**src/rtl/bsg_noc_crossbar_pkg.sv**
```systemverilog
// Shared constants and helpers for the crossbar memory endpoint.
// The response entry struct is declared in the top module because its widths depend on module parameters.
package bsg_noc_crossbar_pkg;

    // A write ack carries all-zero data; replicate this bit to the data width.
    localparam logic write_ack_data = 1'b0;

    // Wrap explicitly so that depths that are not a power of two still cycle correctly.
    function automatic int unsigned wrap_inc(input int unsigned ptr, input int unsigned els);
        return (ptr == els - 1) ? '0 : ptr + 1;
    endfunction

endpackage

```
**src/rtl/bsg_noc_crossbar_mem_endpoint_resp_fifo.sv**
```systemverilog
// Small 1r1w FIFO holding completed responses; owns all pointer and count state.
module bsg_noc_crossbar_mem_endpoint_resp_fifo
    import bsg_noc_crossbar_pkg::*;
#(
    parameter int els_p   = 2,
    parameter int width_p = 33,
    localparam int count_width_lp = $clog2(els_p + 1),
    localparam int ptr_width_lp   = (els_p > 1) ? $clog2(els_p) : 1
)
(
    input  logic                      clk_i,
    input  logic                      reset_i,
    input  logic                      enq_i,
    input  logic [width_p-1:0]        data_i,
    input  logic                      deq_i,
    output logic [width_p-1:0]        data_o,
    output logic [count_width_lp-1:0] count_o,
    output logic                      v_o
);

    logic [ptr_width_lp-1:0]   wr_ptr_q, wr_ptr_d;
    logic [ptr_width_lp-1:0]   rd_ptr_q, rd_ptr_d;
    logic [count_width_lp-1:0] count_q, count_d;
    logic [width_p-1:0]        mem_q [els_p];

    always_comb begin
        wr_ptr_d = wr_ptr_q;
        rd_ptr_d = rd_ptr_q;
        count_d  = count_q;
        if (enq_i) wr_ptr_d = ptr_width_lp'(wrap_inc(32'(wr_ptr_q), els_p));
        if (deq_i) rd_ptr_d = ptr_width_lp'(wrap_inc(32'(rd_ptr_q), els_p));
        if (enq_i && !deq_i)
            count_d = count_q + count_width_lp'(1);
        else if (!enq_i && deq_i)
            count_d = count_q - count_width_lp'(1);
    end

    always_ff @(posedge clk_i or posedge reset_i) begin
        if (reset_i) begin
            wr_ptr_q <= '0;
            rd_ptr_q <= '0;
            count_q  <= '0;
        end else begin
            wr_ptr_q <= wr_ptr_d;
            rd_ptr_q <= rd_ptr_d;
            count_q  <= count_d;
        end
    end

    // Storage needs no reset: count gates visibility of every entry.
    always_ff @(posedge clk_i) begin
        if (enq_i) mem_q[wr_ptr_q] <= data_i;
    end

    // The upstream credit check must make a net enqueue into a full buffer impossible.
    always_ff @(posedge clk_i) begin
        if (!reset_i) assert (!(enq_i && !deq_i && (count_q == count_width_lp'(els_p))));
    end

    assign data_o  = mem_q[rd_ptr_q];
    assign count_o = count_q;
    assign v_o     = (count_q != '0);

endmodule

```
**src/rtl/bsg_noc_crossbar_mem_endpoint.sv**
```systemverilog
// Responder endpoint: issues crossbar requests to a 1-cycle synchronous memory and returns tagged responses.
// req_yumi_o is combinational from req_v_i and resp_ready_i.
module bsg_noc_crossbar_mem_endpoint
    import bsg_noc_crossbar_pkg::*;
#(
    parameter int addr_width_p = 2,
    parameter int data_width_p = 32,
    parameter int id_width_p   = 1,
    parameter int resp_els_p   = 2
)
(
    input  logic                    clk_i,
    input  logic                    reset_i,
    input  logic [addr_width_p-1:0] req_addr_i,
    input  logic [data_width_p-1:0] req_data_i,
    input  logic                    req_w_i,
    input  logic [id_width_p-1:0]   req_src_id_i,
    input  logic                    req_v_i,
    output logic                    req_yumi_o,
    output logic [addr_width_p-1:0] mem_addr_o,
    output logic [data_width_p-1:0] mem_data_o,
    output logic                    mem_w_o,
    output logic                    mem_v_o,
    input  logic [data_width_p-1:0] mem_data_i,
    output logic [id_width_p-1:0]   resp_dest_id_o,
    output logic [data_width_p-1:0] resp_data_o,
    output logic                    resp_v_o,
    input  logic                    resp_ready_i
);

    typedef struct packed {
        logic [id_width_p-1:0]   dest_id;
        logic [data_width_p-1:0] data;
    } resp_entry_t;

    localparam int count_width_lp = $clog2(resp_els_p + 1);

    logic                      inflight_v_q;
    logic                      inflight_w_q;
    logic [id_width_p-1:0]     inflight_id_q;
    logic                      deq;
    logic                      slot_ok;
    logic [count_width_lp-1:0] count;
    resp_entry_t               enq_entry;
    resp_entry_t               head_entry;

    // The in-flight access already owns a slot, so it counts against the credit alongside buffered entries.
    assign deq        = resp_v_o & resp_ready_i;
    assign slot_ok    = (32'(count) + 32'(inflight_v_q) - 32'(deq)) < 32'(resp_els_p);
    assign req_yumi_o = req_v_i & slot_ok & ~reset_i;

    assign mem_v_o    = req_yumi_o;
    assign mem_addr_o = req_addr_i;
    assign mem_data_o = req_data_i;
    assign mem_w_o    = req_w_i;

    always_ff @(posedge clk_i or posedge reset_i) begin
        if (reset_i) begin
            inflight_v_q  <= 1'b0;
            inflight_w_q  <= 1'b0;
            inflight_id_q <= '0;
        end else begin
            inflight_v_q  <= req_yumi_o;
            inflight_w_q  <= req_w_i;
            inflight_id_q <= req_src_id_i;
        end
    end

    assign enq_entry.dest_id = inflight_id_q;
    assign enq_entry.data    = inflight_w_q ? {data_width_p{write_ack_data}} : mem_data_i;

    bsg_noc_crossbar_mem_endpoint_resp_fifo #(
        .els_p   (resp_els_p),
        .width_p ($bits(resp_entry_t))
    ) u_resp_fifo (
        .clk_i   (clk_i),
        .reset_i (reset_i),
        .enq_i   (inflight_v_q),
        .data_i  (enq_entry),
        .deq_i   (deq),
        .data_o  (head_entry),
        .count_o (count),
        .v_o     (resp_v_o)
    );

    assign resp_dest_id_o = head_entry.dest_id;
    assign resp_data_o    = head_entry.data;

endmodule

```
**config.mk**
```make
export PLATFORM = sky130hd
export DESIGN_NAME = bsg_noc_crossbar_mem_endpoint
export DESIGN_NICKNAME = d
export VERILOG_FILES = /design/src/rtl/bsg_noc_crossbar_pkg.sv /design/src/rtl/bsg_noc_crossbar_mem_endpoint_resp_fifo.sv /design/src/rtl/bsg_noc_crossbar_mem_endpoint.sv
export SDC_FILE = /design/constraint.sdc
export NUM_CORES = 1
export LEC_CHECK = 0
export CAP_MARGIN = 25
export CORE_UTILIZATION = 40
export CTS_BUF_LIST = sky130_fd_sc_hd__clkbuf_2
export DETAILED_ROUTE_END_ITERATION = 10
export PLACE_DENSITY = 0.76
export REMOVE_ABC_BUFFERS = 1
export SKIP_CTS_REPAIR_TIMING = 1
export SLEW_MARGIN = 5
export SYNTH_ARGS = -nofsm -noshare
export SYNTH_HDL_FRONTEND = slang
export SYNTH_SLANG_ARGS = --single-unit
```
**constraint.sdc**
```tcl
create_clock -name clk_i -period 7.9 [get_ports clk_i]
set_input_delay 1.58 -clock clk_i [delete_from_list [all_inputs] [get_ports clk_i]]
set_output_delay 1.58 -clock clk_i [all_outputs]
set_load 0.01 [all_outputs]
```
# Word-level counts from Yosys, hierarchy flattened
# Memories as Yosys holds them, arrays and structs flattened.
# Index checks and enable logic that the tools add are counted.
# totals
ff_bits	7
mem_bits_rw	66
inputBits	72
out_inout_bits	71
elab_cells	31
n_memories	1
# memory_table
name	words	width	rd	rd_clocked_by_memory_dff	wr	line_no	text
u_resp_fifo.mem_q	2	33	1	0	1	bsg_noc_crossbar_mem_endpoint_resp_fifo.sv:24	logic [width_p-1:0] mem_q [els_p];
# classes
addsub	6
magnitude_cmp	1
mux	7
bitwise_logic	4
n_reduce_logical	6
# op_table
cell	count
$lt A32 B2 Y1 const B	1
$mux W32	1
$mux W1	4
$mux W2	2
$reduce_bool A2 Y1	2
$sub A3 B1 Y4	1
$add A2 B1 Y3	1
$and A1 B1 Y1	3
$add A1 B1 Y1 const B	2
$add A2 B1 Y2 const B	1
$logic_and A1 B1 Y1	2
$logic_not A1 Y1	2
$sub A2 B1 Y2 const B	1
$not A1 Y1	1

# Depth between registers and ports, before layout
# Gate-level depths: netlist of run 1.
# depth
ltp_word	6
depth_mapped	10
mapped_depth_nobuf	9

# Modules after synthesis
# A second synthesis of run 1 with hierarchy kept.
# unflattened
hier_cells	205
area_unflattened_um2	3369.5
# modules_own_cells
module	instances	cells_each	area_each_um2	seq_area_each_um2
bsg_noc_crossbar_mem_endpoint_resp_fifo	1	119	2720.1	2082.0
bsg_noc_crossbar_mem_endpoint	1	86	649.4	75.1

# Worst setup path before layout of run 1
# OpenSTA, ideal clock, no wires.
# synth_path
path_kind	input-to-output
start	in resp_ready_i
end	out req_yumi_o
arrival_ps	3203
required_time_ps	6320
setup_slack_ps	3117
stages	9
n_path_buf	1
cell_sequence	nand2_2 -> inv_1 -> ha_1 -> and2b_1 -> fa_1 -> nor2_1 -> nand2_1 -> a21oi_1 -> buf_4
# synth_via
elab_chain_cells	5
# synth_rtl
item	line_no	text
from (decl)	bsg_noc_crossbar_mem_endpoint.sv:28	input logic resp_ready_i
$and A1 B1 Y1	bsg_noc_crossbar_mem_endpoint.sv:48	assign deq = resp_v_o & resp_ready_i;
net deq	bsg_noc_crossbar_mem_endpoint.sv:41	logic deq;
$sub A3 B1 Y4	bsg_noc_crossbar_mem_endpoint.sv:49	assign slot_ok = (32'(count) + 32'(inflight_v_q) - 32'(deq)) < 32'(resp_els_p);
$lt A32 B2 Y1	bsg_noc_crossbar_mem_endpoint.sv:49	
$and A1 B1 Y1 (2 in a row)	bsg_noc_crossbar_mem_endpoint.sv:50	assign req_yumi_o = req_v_i & slot_ok & ~reset_i;
to (decl)	bsg_noc_crossbar_mem_endpoint.sv:19	output logic req_yumi_o,
# The timed path passes the listed nets, and every way through them passes these cells.

# Worst setup path in the final report of run 1
# Ends and elaborated chain as after synthesis.

==> metrics, run 1 <==
CP Capture Point req_yumi_o; post-synth top area share 0.5836; H-tree depth 3; Synth Area in Compound Gates 0.003685; Setup crit start resp_ready_i; Post-synth EDFFs 66; vias in the first global route 1,772; hpwl dp 4375 um; Adder-Cell Fraction of Synth Area 0.01695; PwrDens 285.3 nW/um^2; final period utilization 0.7128; Max Slew Vio Count 0; xor-xnor portion of the synthesized cell area 0.01290; r2r worst-path depth 9; Fin Setup TNS 0 ns; synth top area cells edfxtp_1, mux2_4, buf_4; Leakage 1.562 nW; Startpoint Class input pin; gr usage total 0.1557; Post-Synth Simple-Gate Area 0.07922; routed len/inst 17.89 um; crit-path max FO 3; reg2reg setup slack 5.62 ns; cell count after synthesis 207; r2r endpoint inflight_v_q; register area share after synthesis 0.6352; Max-cap violations 0; Num CTS Buffers 9; vias per cell 4.707; Final Setup Violations 0; die width 94.14 um; Synth cell types 23; CTS tree done; Critical R2R Launch u_resp_fifo.count_o[0]; Ys Warns 0; Setup crit end kind primary output; crit path time final 5.631 ns; RSZ-0062 raised after global routing false; Area growth syn-to-layout 21.74%; post-synthesis mux area share 0.1415; CTS sink count 73; Synth Register Bits 73; required time worst endpoint 6.32 ns; RePlAce Congestion 0.6015; Design Power 1.179 mW; Hold Fails Final Rpt 0; area leader, netlist edfxtp_1; worst skew pair latency 0.48 ns; Min Hold Slack 0.4922 ns; clk slew on worst S/H paths 0.17 ns; status finished clean; final wirelength 6477 um; Worst Hold Launch inflight_id_q; via count 1,704; commonest non-fill, non-tap cell in the layout clkdlybuf4s50_1; Final nets 328; Initial Util 0.4133; Synth Flop Type edfxtp_1; HP Class reg2reg; Arr. time, crit path 4.05 ns; I/O pin count 143; slew margin rel. 0.4585; Final ANT Viol Nets 0; Max VDD drop 158.8 uV; clk root buf clkbuf_2; first-pass GRT wire length 9556 um; # diodes 0; synthesized cell area 3396 um^2; largest net degree at the start of global routing 34; IO buf count 74; DRC violations left 0; ys async rst share 0.09589; initial antenna violation count 0; layout cells sized above 1 0.2062; TritonRoute pass-1 iters 4; num rows 33; Setup CP Type in2out; most frequent cells in the layout clkdlybuf4s50_1, edfxtp_1, mux2_4; Die Y 94.14 um; Syn Area/Cell 16.40 um^2; clk buf depth 2; largest family of logic cells by synthesized area multiplexers; FMAX 177.6 MHz; slew of the pin with the lowest slew margin 0.8122 ns; full die area 8861 um^2; core area 8217 um^2; DR iter-0 viols 73; Worst Skew 0.02092 ns; total gr overflow 0
-- cell usage after synthesis, types with 2 or more instances --
| library cell | number |
|---|---|
| xnor2_1 | 3 |
| inv_1 | 6 |
| ha_1 | 3 |
| nor2b_1 | 18 |
| mux2_2 | 4 |
| mux2_4 | 29 |
| and2b_1 | 16 |
| buf_4 | 36 |
| dfrtp_1 | 7 |
| clkbuf_1 | 3 |
| nor2_1 | 2 |
| edfxtp_1 | 66 |
| xor2_1 | 2 |
| buf_12 | 3 |
-- per-layer routing --
layer	GRT usage	vias up	wire length, um
li1	-	774	-
met1	0.1736	816	2492
met2	0.2165	102	2911
met3	0.1173	12	960
met4	0.06923	0	113
met5	0.03205	-	0
-- sequential cells by signal, summed over array words and instances, names as in the netlist --
signal                count
u_resp_fifo.mem_q        66
u_resp_fifo.count_o       2
inflight_id_q             1
inflight_v_q              1
inflight_w_q              1
u_resp_fifo.rd_ptr_q      1
u_resp_fifo.wr_ptr_q      1
-- power breakdown --
part	switching (mW)	internal [mW]	total [mW]
combinational	0.155	0.260	0.415
clock	0.122	0.133	0.255
sequential	0.0387	0.470	0.509
-- cells by family (layout without fill, tap and decap cells) --
| group | after synthesis | count (layout) |
|---|---|---|
| buffers and inverters | 49 | 99 |
| AOI/OAI and AO/OA | 2 | 2 |
| xor gates and xnor gates | 5 | 5 |
| muxes | 33 | 33 |
| adders and majority gates | 4 | 4 |
| and+or+nand+nor | 41 | 41 |
| DFF | 73 | 73 |
-- final cells by class --
type | instances | area [um^2]
fillers | 707 | 4083
clock inverters | 7 | 108.9
well taps | 105 | 131.4
inverters | 6 | 22.52
flip-flops and latches | 73 | 2158
repair buffers | 77 | 795.8
clock buffers | 9 | 45.04
multi-input cells | 85 | 872.1
-- worst min path at each step --
stage / depth (start not counted) / slack (ns) / to
final: 0 / 0.49 / u_resp_fifo.mem_q[1][32]
after global routing: 0 / 0.53 / u_resp_fifo.mem_q[1][32]
after CTS: 0 / 0.50 / u_resp_fifo.mem_q[1][32]
after detailed placement: 0 / 0.45 / u_resp_fifo.mem_q[1][32]
after global placement: 0 / 0.43 / u_resp_fifo.mem_q[1][32]
after floorplan: 0 / 0.42 / u_resp_fifo.mem_q[0][32]
-- critical path, stage by stage --
cell and delay [ns]:
clkdlybuf4s50_1 0.47, nand2_2 0.07, inv_1 0.09, ha_1 0.23, and2b_1 0.24, fa_1 0.43
nor2_1 0.12, nand2_1 0.06, a21oi_1 0.20, clkdlybuf4s50_1 0.58
-- metrics by stage --
stage,cells,utilization,setup slack [ns],instance area [um^2]
final,362,0.5031,2.269,4134
after global routing,362,0.5031,2.116,4134
after CTS,360,0.4989,2.238,4099
after detailed placement,344,0.4801,2.260,3945
after global placement,343,0.4777,2.340,3925
after floorplan,164,-,3.199,3043
No activity file was read; power rests on OpenSTA's default activity.
==> run 2, diff against run 1 <==
PLACE_DENSITY = 0.79   (was 0.76)
clock period = 5.15 ns   (was 7.9 ns; I/O delays follow)
==> run 2 against run 1 <==
Net effect:
- sequential share of layout area rose by 0.53 points
- largest power group unchanged
- combinational power rose by 51%
- via count rose by 0.35%
- global-route usage fell by 0.43 points
- sequential power rose by 54%
- die area did not move
- critical path type unchanged
- critical path depth did not move
==> metrics, run 2 (synthesized netlist as in run 1, its figures left out) <==
WL met2 2783 um; met1 WL 2508 um; DR iter-0 viols 53; vias in the first global route 1,723; required time worst endpoint 4.12 ns; Setup crit end kind primary output; crit-path max FO 3; commonest non-fill, non-tap cell in the layout clkdlybuf4s50_1; via count 1,710; CTS sink count 73; Area growth syn-to-layout 20.52%; RePlAce Congestion 0.6979; num rows 33; CTS tree done; initial antenna violation count 0; slew of the pin with the lowest slew margin 0.9854 ns; Final Setup Violations 0; status finished clean; Fin Setup TNS 0 ns; routed wl met3 961 um; PwrDens 429.4 nW/um^2; DRC violations left 0; full die area 8861 um^2; Max Used Layer met4; final wirelength 6361 um; most frequent cells in the layout clkdlybuf4s50_1, edfxtp_1, mux2_4; Biggest register u_resp_fifo.mem_q; hpwl dp 4334 um; final period utilization 0.8775; Leakage 1.542 nW; Startpoint Class input pin; Worst Skew 0.02602 ns; gr usage total 0.1514; crit path time final 4.519 ns; worst skew pair latency 0.48 ns; Arr. time, crit path 3.49 ns; Hold Fails Final Rpt 0; H-tree depth 3; Final ANT Viol Nets 0; slew margin rel. 0.3417; Final nets 327; I/O pin count 143; max reg flops 66; clk buf depth 2; clk root buf clkbuf_2; layout cells sized above 1 0.2070; first-pass GRT wire length 9321 um; Design Power 1.757 mW; Setup CP Type in2out; vias per cell 4.737; largest net degree at the start of global routing 35; IO buf count 74; Max VDD drop 295.4 uV; FMAX 221.3 MHz; core area 8217 um^2; die width 94.14 um; clk slew on worst S/H paths 0.20 ns; Num CTS Buffers 9; TritonRoute pass-1 iters 4; total gr overflow 0; Max Slew Vio Count 0; Die Y 94.14 um; HP Class reg2reg; RSZ-0062 raised after global routing false; routed len/inst 17.62 um; Max-cap violations 0; Initial Util 0.4133; # diodes 0
==> run 2: cell types whose count changed in the layout (fill, tap and decap cells not counted) <==
cell / previous run / this run
clkinvlp_4: 1 / 2
buf_12: 2 / 1
clkinv_1: 3 / 2
clkbuf_2: 9 / 10
bufinv_16: 3 / 2
==> run 2: report_power, final <==
group | internal, mW | switching, mW
clock | 0.160 | 0.188
sequential | 0.722 | 0.0620
combinational | 0.395 | 0.230
total | 1.28 | 0.480
==> run 2: path summary, 6_finish.rpt <==
path / startpoint / endpoint / slack (ns) / depth (start not counted)
min in group asynchronous: reset_i / inflight_id_q / 0.78 / 2
hold reg to reg: inflight_id_q / u_resp_fifo.mem_q[0][32] / 0.48 / 0
setup / recovery: resp_ready_i / mem_v_o / 0.63 / 10
hold / removal: inflight_id_q / u_resp_fifo.mem_q[0][32] / 0.48 / 0
max in group asynchronous: reset_i / u_resp_fifo.wr_ptr_q / 4.13 / 2
setup reg to reg: u_resp_fifo.count_o[0] / inflight_v_q / 2.85 / 9
==> run 2: worst max-delay path: stages <==
cell and delay, ns:
clkdlybuf4s50_1 0.47, nand2_2 0.07, inv_1 0.09, ha_1 0.22, and2b_1 0.23, fa_1 0.44, nor2_1 0.11, nand2_1 0.05
a21oi_1 0.20, clkdlybuf4s50_1 0.58
==> run 2: cell type report <==
class                   count  area [um^2]
inverters                   6        22.52
repair buffers             76        775.7
clock inverters             6        82.58
flip-flops and latches     73         2158
fillers                   691         4124
well taps                 105        131.4
multi-input cells          85        872.1
clock buffers              10        50.05
==> run 2: per-stage QoR <==
step                cells  hold WS (ns)    util  setup WS [ns]  instance area, um^2
floorplan             164        0.4204       -          1.549                 3043
global placement      343        0.4264  0.4777         0.7054                 3925
detailed placement    343        0.4437  0.4777         0.6421                 3925
CTS                   359        0.4863  0.4938         0.6188                 4058
global route          361        0.4966  0.4981         0.4680                 4093
finish                361        0.4848  0.4981         0.6308                 4093
==> run 2: per-layer routing <==
layer / global-route usage / up-vias
met1: 0.1660 / 816
met2: 0.2196 / 106
li1: - / 773
met5: 0.03205 / -
met3: 0.1100 / 15
met4: 0.06154 / 0
==> run 3, diff against run 2 <==
TNS_END_PERCENT = 20   (was not set)
==> results of run 3 <==
No change in the layout: final DEF, timing and power equal those of run 2.
